$ cat src/rtl/fifo_wr_arbiter_if.sv
// fifo_wr_arbiter_if: requester streams plus the FIFO write port shared
// between the requesters and fifo_wr_arbiter.
//   master : the environment (requesters drive valid/data/last, the FIFO
//            drives full).
//   slave  : the arbiter.
interface fifo_wr_arbiter_if #(
    parameter int NUM_REQ = 4,
    parameter int WIDTH   = 8
);
    localparam int REQ_W = $clog2(NUM_REQ);

    logic [NUM_REQ-1:0]       req_valid;
    logic [NUM_REQ*WIDTH-1:0] req_data;
    logic [NUM_REQ-1:0]       req_last;
    logic [NUM_REQ-1:0]       req_ready;
    logic                     fifo_full;
    logic                     fifo_wr_en;
    logic [WIDTH-1:0]         fifo_wr_data;
    logic [REQ_W-1:0]         grant_id;
    logic                     busy;

    modport master (
        output req_valid, req_data, req_last, fifo_full,
        input  req_ready, fifo_wr_en, fifo_wr_data, grant_id, busy
    );

    modport slave (
        input  req_valid, req_data, req_last, fifo_full,
        output req_ready, fifo_wr_en, fifo_wr_data, grant_id, busy
    );
endinterface

$ cat src/rtl/fifo_wr_arbiter.sv
// fifo_wr_arbiter: round-robin arbiter sharing one FIFO write port between
// NUM_REQ valid/ready requesters. A grant is held for a burst that ends on
// req_last or after MAX_BURST beats; the next owner is picked in the same
// cycle, so back-to-back bursts have no bubble.
// Optional feature: define ARB_TIMEOUT_EN to release a grant whose owner has
// been idle (valid low, FIFO not full) for TIMEOUT cycles.
module fifo_wr_arbiter #(
    parameter int NUM_REQ   = 4,
    parameter int WIDTH     = 8,
    parameter int MAX_BURST = 4,
    parameter int TIMEOUT   = 8
) (
    input  logic               i_clk,
    input  logic               i_rst,
    fifo_wr_arbiter_if.slave   bus
);
    localparam int REQ_W = $clog2(NUM_REQ);
    localparam int CNT_W = $clog2(MAX_BURST + 1);

    // Elaboration-time parameter sanity checks.
    if (NUM_REQ < 2) begin : g_chk_num_req
        $error("fifo_wr_arbiter: NUM_REQ must be >= 2");
    end
    if (MAX_BURST < 1) begin : g_chk_max_burst
        $error("fifo_wr_arbiter: MAX_BURST must be >= 1");
    end
    if (TIMEOUT < 1) begin : g_chk_timeout
        $error("fifo_wr_arbiter: TIMEOUT must be >= 1");
    end

    typedef enum logic {
        IDLE  = 1'b0,
        GRANT = 1'b1
    } state_t;

    state_t           state, state_nx;
    logic [REQ_W-1:0] grant_id, grant_nx;
    logic [REQ_W-1:0] rr_ptr, rr_nx;
    logic [CNT_W-1:0] beat_cnt, beat_nx;

    logic             any_valid;
    logic [REQ_W-1:0] pick;
    logic             beat;
    logic             burst_end;
    logic             release_g;
    logic [WIDTH-1:0] owner_data;

`ifdef ARB_TIMEOUT_EN
    localparam int IDLE_W = $clog2(TIMEOUT + 1);
    logic [IDLE_W-1:0] idle_cnt, idle_nx;
    logic              owner_idle;
    logic              timed_out;
`endif

    // First set bit of vec searching ptr+1, ptr+2, ... modulo NUM_REQ; ptr
    // itself is checked last. Returns ptr when vec is empty (caller gates).
    function automatic logic [REQ_W-1:0] rr_pick(input logic [NUM_REQ-1:0] vec,
                                                 input logic [REQ_W-1:0]   ptr);
        logic [REQ_W-1:0] sel;
        logic             found;
        int               idx;
        sel   = ptr;
        found = 1'b0;
        for (int i = 1; i <= NUM_REQ; i++) begin
            idx = (int'(ptr) + i) % NUM_REQ;
            if (!found && vec[REQ_W'(idx)]) begin
                sel   = REQ_W'(idx);
                found = 1'b1;
            end
        end
        return sel;
    endfunction

    // Beat qualification, burst-end detection and the owner's data slice.
    always_comb begin
        // NOTE: every signal driven here gets a default first, so no path
        // leaves it unassigned and no latch is inferred.
        any_valid  = |bus.req_valid;
        // In GRANT rr_ptr equals grant_id, so the owner is searched last and
        // is only re-picked when no other requester is valid.
        pick       = rr_pick(bus.req_valid, rr_ptr);
        beat       = (state == GRANT) && bus.req_valid[grant_id] && !bus.fifo_full;
        burst_end  = beat && (bus.req_last[grant_id] ||
                              (beat_cnt == CNT_W'(MAX_BURST - 1)));
        owner_data = '0;
        for (int k = 0; k < NUM_REQ; k++) begin
            if ((state == GRANT) && (grant_id == REQ_W'(k))) begin
                owner_data = bus.req_data[k*WIDTH +: WIDTH];
            end
        end
`ifdef ARB_TIMEOUT_EN
        owner_idle = (state == GRANT) && !bus.req_valid[grant_id] && !bus.fifo_full;
        timed_out  = owner_idle && (idle_cnt == IDLE_W'(TIMEOUT - 1));
        release_g  = burst_end || timed_out;
`else
        release_g  = burst_end;
`endif
    end

    // Drive the shared write port and the per-requester ready.
    always_comb begin
        bus.fifo_wr_en   = beat;
        bus.fifo_wr_data = owner_data;
        bus.req_ready    = beat ? (NUM_REQ'(1) << grant_id) : '0;
        bus.grant_id     = grant_id;
        bus.busy         = (state == GRANT);
    end

    // Next-state logic: arbitration from IDLE, beat counting, and the
    // same-cycle hand-over to the next owner on release.
    always_comb begin
        state_nx = state;
        grant_nx = grant_id;
        rr_nx    = rr_ptr;
        beat_nx  = beat_cnt;
`ifdef ARB_TIMEOUT_EN
        idle_nx  = idle_cnt;
`endif
        case (state)
            IDLE: begin
                if (any_valid) begin
                    state_nx = GRANT;
                    grant_nx = pick;
                    rr_nx    = pick;
                    beat_nx  = '0;
`ifdef ARB_TIMEOUT_EN
                    idle_nx  = '0;
`endif
                end
            end
            GRANT: begin
                if (release_g) begin
                    if (any_valid) begin
                        grant_nx = pick;
                        rr_nx    = pick;
                    end else begin
                        state_nx = IDLE;
                    end
                    beat_nx = '0;
`ifdef ARB_TIMEOUT_EN
                    idle_nx = '0;
`endif
                end else if (beat) begin
                    beat_nx = beat_cnt + CNT_W'(1);
`ifdef ARB_TIMEOUT_EN
                    idle_nx = '0;
`endif
                end
`ifdef ARB_TIMEOUT_EN
                else if (owner_idle) begin
                    idle_nx = idle_cnt + IDLE_W'(1);
                end
`endif
            end
            default: state_nx = IDLE;
        endcase
    end

    // State register with asynchronous active-high reset.
    always_ff @(posedge i_clk or posedge i_rst) begin
        // NOTE: sequential state uses non-blocking assignments so every
        // register samples the pre-edge values of the others.
        if (i_rst) begin
            state    <= IDLE;
            grant_id <= '0;
            rr_ptr   <= REQ_W'(NUM_REQ - 1);
            beat_cnt <= '0;
`ifdef ARB_TIMEOUT_EN
            idle_cnt <= '0;
`endif
        end else begin
            state    <= state_nx;
            grant_id <= grant_nx;
            rr_ptr   <= rr_nx;
            beat_cnt <= beat_nx;
`ifdef ARB_TIMEOUT_EN
            idle_cnt <= idle_nx;
`endif
        end
    end
endmodule
$ cat src/flat_wrapper.sv
// flat-port wrapper written by rule: the top's interface ports become plain ports
module fifo_wr_arbiter_flat 
#(
    parameter int NUM_REQ   = 4,
    parameter int WIDTH     = 8,
    parameter int MAX_BURST = 4,
    parameter int TIMEOUT   = 8
)
  (i_clk, i_rst, bus_req_valid, bus_req_data, bus_req_last, bus_fifo_full, bus_req_ready, bus_fifo_wr_en, bus_fifo_wr_data, bus_grant_id, bus_busy);
  fifo_wr_arbiter_if #(.NUM_REQ(NUM_REQ), .WIDTH(WIDTH)) bus_i ();
  input  logic i_clk;
  input  logic i_rst;
  input wire logic [$bits(bus_i.req_valid)-1:0] bus_req_valid;
  input wire logic [$bits(bus_i.req_data)-1:0] bus_req_data;
  input wire logic [$bits(bus_i.req_last)-1:0] bus_req_last;
  input wire logic [$bits(bus_i.fifo_full)-1:0] bus_fifo_full;
  output wire logic [$bits(bus_i.req_ready)-1:0] bus_req_ready;
  output wire logic [$bits(bus_i.fifo_wr_en)-1:0] bus_fifo_wr_en;
  output wire logic [$bits(bus_i.fifo_wr_data)-1:0] bus_fifo_wr_data;
  output wire logic [$bits(bus_i.grant_id)-1:0] bus_grant_id;
  output wire logic [$bits(bus_i.busy)-1:0] bus_busy;
  assign bus_i.req_valid = bus_req_valid;
  assign bus_i.req_data = bus_req_data;
  assign bus_i.req_last = bus_req_last;
  assign bus_i.fifo_full = bus_fifo_full;
  assign bus_req_ready = bus_i.req_ready;
  assign bus_fifo_wr_en = bus_i.fifo_wr_en;
  assign bus_fifo_wr_data = bus_i.fifo_wr_data;
  assign bus_grant_id = bus_i.grant_id;
  assign bus_busy = bus_i.busy;
  fifo_wr_arbiter #(.NUM_REQ(NUM_REQ), .WIDTH(WIDTH), .MAX_BURST(MAX_BURST), .TIMEOUT(TIMEOUT)) u_core (.i_clk(i_clk), .i_rst(i_rst), .bus(bus_i));
endmodule
$ cat config.mk
export PLATFORM = sky130hd
export DESIGN_NAME = fifo_wr_arbiter_flat
export DESIGN_NICKNAME = d
export VERILOG_FILES = /design/src/rtl/fifo_wr_arbiter_if.sv /design/src/rtl/fifo_wr_arbiter.sv /design/src/flat_wrapper.sv
export SDC_FILE = /design/constraint.sdc
export NUM_CORES = 1
export LEC_CHECK = 0
export ABC_AREA = 1
export CELL_PAD_IN_SITES_DETAIL_PLACEMENT = 1
export CELL_PAD_IN_SITES_GLOBAL_PLACEMENT = 2
export CORE_MARGIN = 3
export CORE_UTILIZATION = 15
export CTS_CLUSTER_SIZE = 8
export DETAILED_ROUTE_END_ITERATION = 10
export HOLD_SLACK_MARGIN = 0.12
export PLACE_DENSITY = 0.84
export RECOVER_POWER = 50
export SLEW_MARGIN = 0
export SYNTH_ARGS = -nofsm -noshare
export SYNTH_HDL_FRONTEND = slang
export SYNTH_SLANG_ARGS = --single-unit
$ cat constraint.sdc
create_clock -name i_clk -period 1.5 [get_ports i_clk]
set_clock_uncertainty 0.05 [all_clocks]
set_input_delay 0.3 -clock i_clk [delete_from_list [all_inputs] [get_ports i_clk]]
set_output_delay 0.3 -clock i_clk [all_outputs]
set_load 0.02 [all_outputs]
# Word-level counts from Yosys, hierarchy flattened
# Index checks and enable logic that the tools add are counted.
[op_classes]
addsub = 5
order_cmp = 5
eq_ne = 7
n_shift = 1
mux = 41
bitwise_logic = 1
reduce_logical = 18
[op_table]
columns = ["op", "count"]
rows = [
  ["$mux W8", 4],
  ["$lt A2 B4 Y1 const B", 4],
  ["$mux W2", 8],
  ["$mux W1", 15],
  ["$bmux W1 S2", 6],
  ["$logic_and A1 B1 Y1", 10],
  ["$mux W3", 3],
  ["$pmux W2 S2", 2],
  ["$pmux W3 S2", 1],
  ["$add A2 B1 Y2 const B", 2],
  ["$add A2 B2 Y2 const B", 2],
  ["$eq A2 B2 Y1 const B", 2],
  ["$logic_not A1 Y1", 4],
  ["$mux W4", 1],
  ["$reduce_or A4 Y1", 1],
  ["$shl A1 B2 Y4 const A", 1],
  ["$add A3 B1 Y3 const B", 1],
  ["$eq A3 B2 Y1 const B", 1],
  ["$lt A2 B3 Y1 const B", 1],
  ["$ne A3 B3 Y1 const B", 1],
  ["$eq A2 B1 Y1 const B", 1],
  ["$logic_not A2 Y1", 1],
  ["$ne A2 B1 Y1 const B", 1],
  ["$ne A2 B2 Y1 const B", 1],
  ["4 further kinds", 4],
]
[word_totals]
ff_bits = 8

# Depth between registers and ports, before layout
[logic_depth]
word_depth = 17
ltp_mapped = 12
mapped_depth_nobuf = 11

# Worst setup path after synthesis
# Ideal clock, no wire load.
[synth_path]
path_type = "register to output"
startpoint = "reg u_core.grant_id[0], in the netlist u_core.bus.grant_id[0]"
endpoint = "out bus_req_ready[0]"
t_arrival_ns = 1.673
required_ns = 1.150
slack_ns = -0.523
stages_incl_launch_ff = 9
cell_sequence = "dfrtp_1 -> buf_6 -> nor2_4 -> nand2_2 -> nand2_2 -> nor2_4 -> nor2_8 -> inv_2 -> nor3_1"
[synth_via]
elab_chain_len = 5
word_cells_on_any_way = 6
cone_classes = "1 x shift; 3 x mux; 2 x reduce/logical"
[synth_rtl]
columns = ["item", "line", "text"]
rows = [
  ["start: declaration", "fifo_wr_arbiter.sv:37", "logic [REQ_W-1:0] grant_id, grant_nx;"],
  ["start signal: assignment", "fifo_wr_arbiter.sv:173", "grant_id <= grant_nx;"],
  ["$bmux W1 S2", "fifo_wr_arbiter.sv:82", "beat = (state == GRANT) && bus.req_valid[grant_id] && !bus.fifo_full;"],
  ["$mux W1 (not written as such)", "fifo_wr_arbiter.sv:82", ""],
  ["$logic_and A1 B1 Y1 (2 in a row)", "fifo_wr_arbiter.sv:82", ""],
  ["named net bus_fifo_wr_en", "flat_wrapper.sv:18", "output wire logic [$bits(bus_i.fifo_wr_en)-1:0] bus_fifo_wr_en;"],
  ["$mux W4", "fifo_wr_arbiter.sv:104", "bus.req_ready = beat ? (NUM_REQ'(1) << grant_id) : '0;"],
  ["end: declaration", "flat_wrapper.sv:17", "output wire logic [$bits(bus_i.req_ready)-1:0] bus_req_ready;"],
]
# The timed path passes the listed nets, and every way through them passes these cells. The select of a mux whose other input is x is not followed.

# Final worst setup path
[layout_path]
startpoint = "reg u_core.grant_id[0], in the netlist u_core.bus.grant_id[0]"
endpoint = "out bus_fifo_wr_en"
[layout_via]
elab_chain_len = 4
[layout_rtl]
columns = ["item", "line"]
rows = [
  ["$bmux W1 S2", "fifo_wr_arbiter.sv:82"],
  ["$mux W1 (not written as such)", "fifo_wr_arbiter.sv:82"],
  ["$logic_and A1 B1 Y1 (2 in a row)", "fifo_wr_arbiter.sv:82"],
  ["end: declaration", "flat_wrapper.sv:18"],
]
# No other way between the ends. The select of a mux whose other input is x is not followed.

==> impl_metrics.py <==
metrics = {
    "global_routing": {
        "grt_use_total": 0.128,
        "grt_pass1_wl_microns": 7490,
        "maximum_number_of_pins_on_one_net_before_global_route_repair": 14,
        "grt_antenna_before_repair": 0,
        "first_global_vias": 1531,
        "grt_overflow_total": 0,
    },
    "floorplan": {
        "floorplan.initialDensity": 0.157,
        "design.core.area_sq_mm": 0.00599,
        "fp.dieW_microns": 85.1,
        "rows": 28,
        "count_of_pins_on_the_block_boundary": 59,
        "full_die_area_sq_mm": 0.00724,
        "fp.dieH_microns": 85.1,
    },
    "sta": {
        "drv_slew": 0,
        "hold_ws_ns": 0.428,
        "setup_viol_count_final": 20,
        "grt_setup_unrepaired": "yes",
        "worst_pin_slew_ns": 0.317,
        "maxClockFrequency_ghz": 0.536,
        "post-route-min-period_ns": 1.87,
        "hold_violations": 0,
        "period_utilisation_layout": 1.24,
        "maxSlewHeadroom": 0.789,
        "fin_setup_tns_ns": -5.52,
        "layout_setup_ws_ns": -0.365,
    },
    "routing": {
        "drt_iter0_drc": 12,
        "drt.antenna.violating_nets": 0,
        "vias_per_cell": 4.35,
        "route.detailed.wl_per_inst_microns": 14.0,
        "firstDrtPassIters": 4,
        "via_count": 1422,
        "drt_drc_violations_left": 0,
        "postRouteWirelength_microns": 4580,
    },
    "power": {
        "ir_drop_mv": 0.743,
        "p_total_uw": 4150,
        "total_leakage_power_uw": 0.00104,
        "pwr_density_cell_mw_per_mm2": 1830,
    },
    "run_status": {
        "run_status": "complete, but fails checks",
        "violations_in_the_final_reports": "negative setup slack",
    },
    "critical_path": {
        "worst_path_dominant_cell_family": "flip-flops",
        "timing.critical_path.from_type": "flip-flop",
        "worst-r2r-setup-slack_ns": -0.24,
        "end_kind": "output port",
        "crit_path_largest_cell_delay_ns": 0.50,
        "worstPathMaxFanout": 8,
        "required_ns": 1.15,
        "crit_arrival_ns": 1.52,
        "worstPathCellList": "inv_4 -> nand3_2 -> nand2_2 -> nor2_4 -> nor2_8 -> buf_4 -> buf_6 -> buf_6",
        "critPathBufInv": 4,
        "critical-path-top-cell-by-count": "sky130_fd_sc_hd__buf_6",
        "cp_slowest_cell": "sky130_fd_sc_hd__dfrtp_2",
        "worst-setup-path-type": "flip-flop to output port",
    },
    "placed_design": {
        "hpwlAfterDp_microns": 3480,
        "placement.io_buffers": 58,
        "gp_congestion": 0.776,
        "dpl.cell_count": 317,
    },
    "clock_tree": {
        "cts-hold-fix-buffers": 0,
        "cts_num_sinks": 8,
        "cts_max_path_buffers": 2,
        "tritoncts": "yes",
        "clock_latency_on_the_worst_skew_pair_ns": 0.23,
        "cts_inserted_buffers": 3,
        "cts.htree.levels": 1,
        "cts-root-buf": "sky130_fd_sc_hd__clkbuf_8",
        "clk_transition_reported_paths_ns": 0.04,
    },
    "cells_and_area": {
        "final_core_utilization": 0.379,
        "instances_no_fill": 327,
        "syn2layout_area_growth_pct": 142,
        "fillCellCount": 719,
        "layout-drive-gt1-share": 0.496,
        "insertedDiodeCount": 0,
        "final_net_count": 298,
    },
    "logic_synthesis": {
        "nets_in_the_synthesized_netlist": 201,
        "syn-mean-instance-area_sq_um": 6.02,
        "yosysWarningCount": 0,
        "synth_cells": 156,
        "postSynthRegisterBits": 8,
        "synth_seq_area_share": 0.216,
        "synthDistinctLibCells": 23,
        "syn-cell-area_sq_um": 938,
    },
    "flow_run": {
        "cap_viol_max_count": 0,
    },
    "hold_path": {
        "hold_crit_class": "primary input to asynchronous set/reset pin",
    },
}
-- final timing paths --
kind	startpoint	to	cells past startpoint
setup / recovery	u_core.bus.grant_id[0]	bus_fifo_wr_en	8
hold / removal	i_rst	u_core.bus.grant_id[0]	2
setup reg to reg	u_core.bus.grant_id[1]	u_core.bus.grant_id[0]	13
hold reg to reg	u_core.beat_cnt[2]	u_core.beat_cnt[2]	2
max in group asynchronous	i_rst	u_core.rr_ptr[0]	2
min in group i_clk	u_core.beat_cnt[2]	u_core.beat_cnt[2]	2
-- synthesized netlist by cell type, drive strengths merged --
cell type  number  area (sq um)
inv            21          78.8
nand4           1          6.26
clkbuf          1          3.75
dfrtp           6           150
ha              2          25.0
a21oi           7          42.5
o2111ai         8          70.1
nor2            9          65.1
o21ai           4          20.0
nor3            2          10.0
xor2            1          8.76
nand2          65           259
buf             3          26.3
nand3          24           120
dfstp           2          52.6
-- cells by family (layout without fill, tap and decap cells) --
kind of cell	after synthesis	after routing	share of synthesized area
simple gates	101	101	0.491
buf+inv	25	121	0.116
compound gates	19	19	0.141
flops	8	8	0.216
fa+ha+maj	2	2	0.0267
xor+xnor	1	1	0.00934
-- per-layer routing --
layer  vias to the layer above  global-route usage  wire length [microns]
met3                         2              0.0252                    325
met1                       667               0.147                   1850
met4                         0              0.0216                     27
li1                        704                   -                      -
met5                         -                   0                      0
met2                        49               0.244                   2380
-- metrics by stage --
step                      cell area [sq um]  setup slack [ns]
after CTS                              2160            -0.358
after global routing                   2270            -0.435
after detailed placement               1920            -0.833
final                                  2270            -0.365
after floorplan                        1020            -0.284
after global placement                 1920            -0.782
-- report_power, final --
| part | switching [uW] | internal, uW |
|---|---|---|
| Sequential | 127 | 334 |
| Clock | 84.4 | 184 |
| Combinational | 1790 | 1630 |
| Total | 2000 | 2140 |
-- sequential cells by signal, summed over array words and instances, names as in the netlist --
register             count
u_core.beat_cnt          3
u_core.rr_ptr            2
u_core.bus.busy          1
u_core.bus.grant_id      2
-- cell usage in the layout (no fill, tap or decap), types with 5 or more instances in the layout --
cell	count
sky130_fd_sc_hd__buf_4	30
sky130_fd_sc_hd__nor2_4	5
sky130_fd_sc_hd__nand3_2	8
sky130_fd_sc_hd__nand2_4	5
sky130_fd_sc_hd__clkdlybuf4s50_1	40
sky130_fd_sc_hd__nand2_1	39
sky130_fd_sc_hd__o2111ai_2	5
sky130_fd_sc_hd__buf_6	16
sky130_fd_sc_hd__nand2_2	20
sky130_fd_sc_hd__inv_1	14
sky130_fd_sc_hd__nand3_1	15
-- area by class of cell --
class,instances,area (sq um),area share
timing repair buffer,96,926,0.408
sequential,8,206,0.0909
multi-input combinational,123,908,0.400
inverter,21,91.3,0.0402
tap,75,93.8,0.0413
clock buffer,4,45.0,0.0198
-- what timing repair did --
action / CTS / global route
pin swaps: 33 / 6
buffers inserted: 5 / 2
endpoints found under the setup margin: 23 / 21
gates resized for setup: 126 / 26
Note: power is estimated with default switching activity, not from simulation.
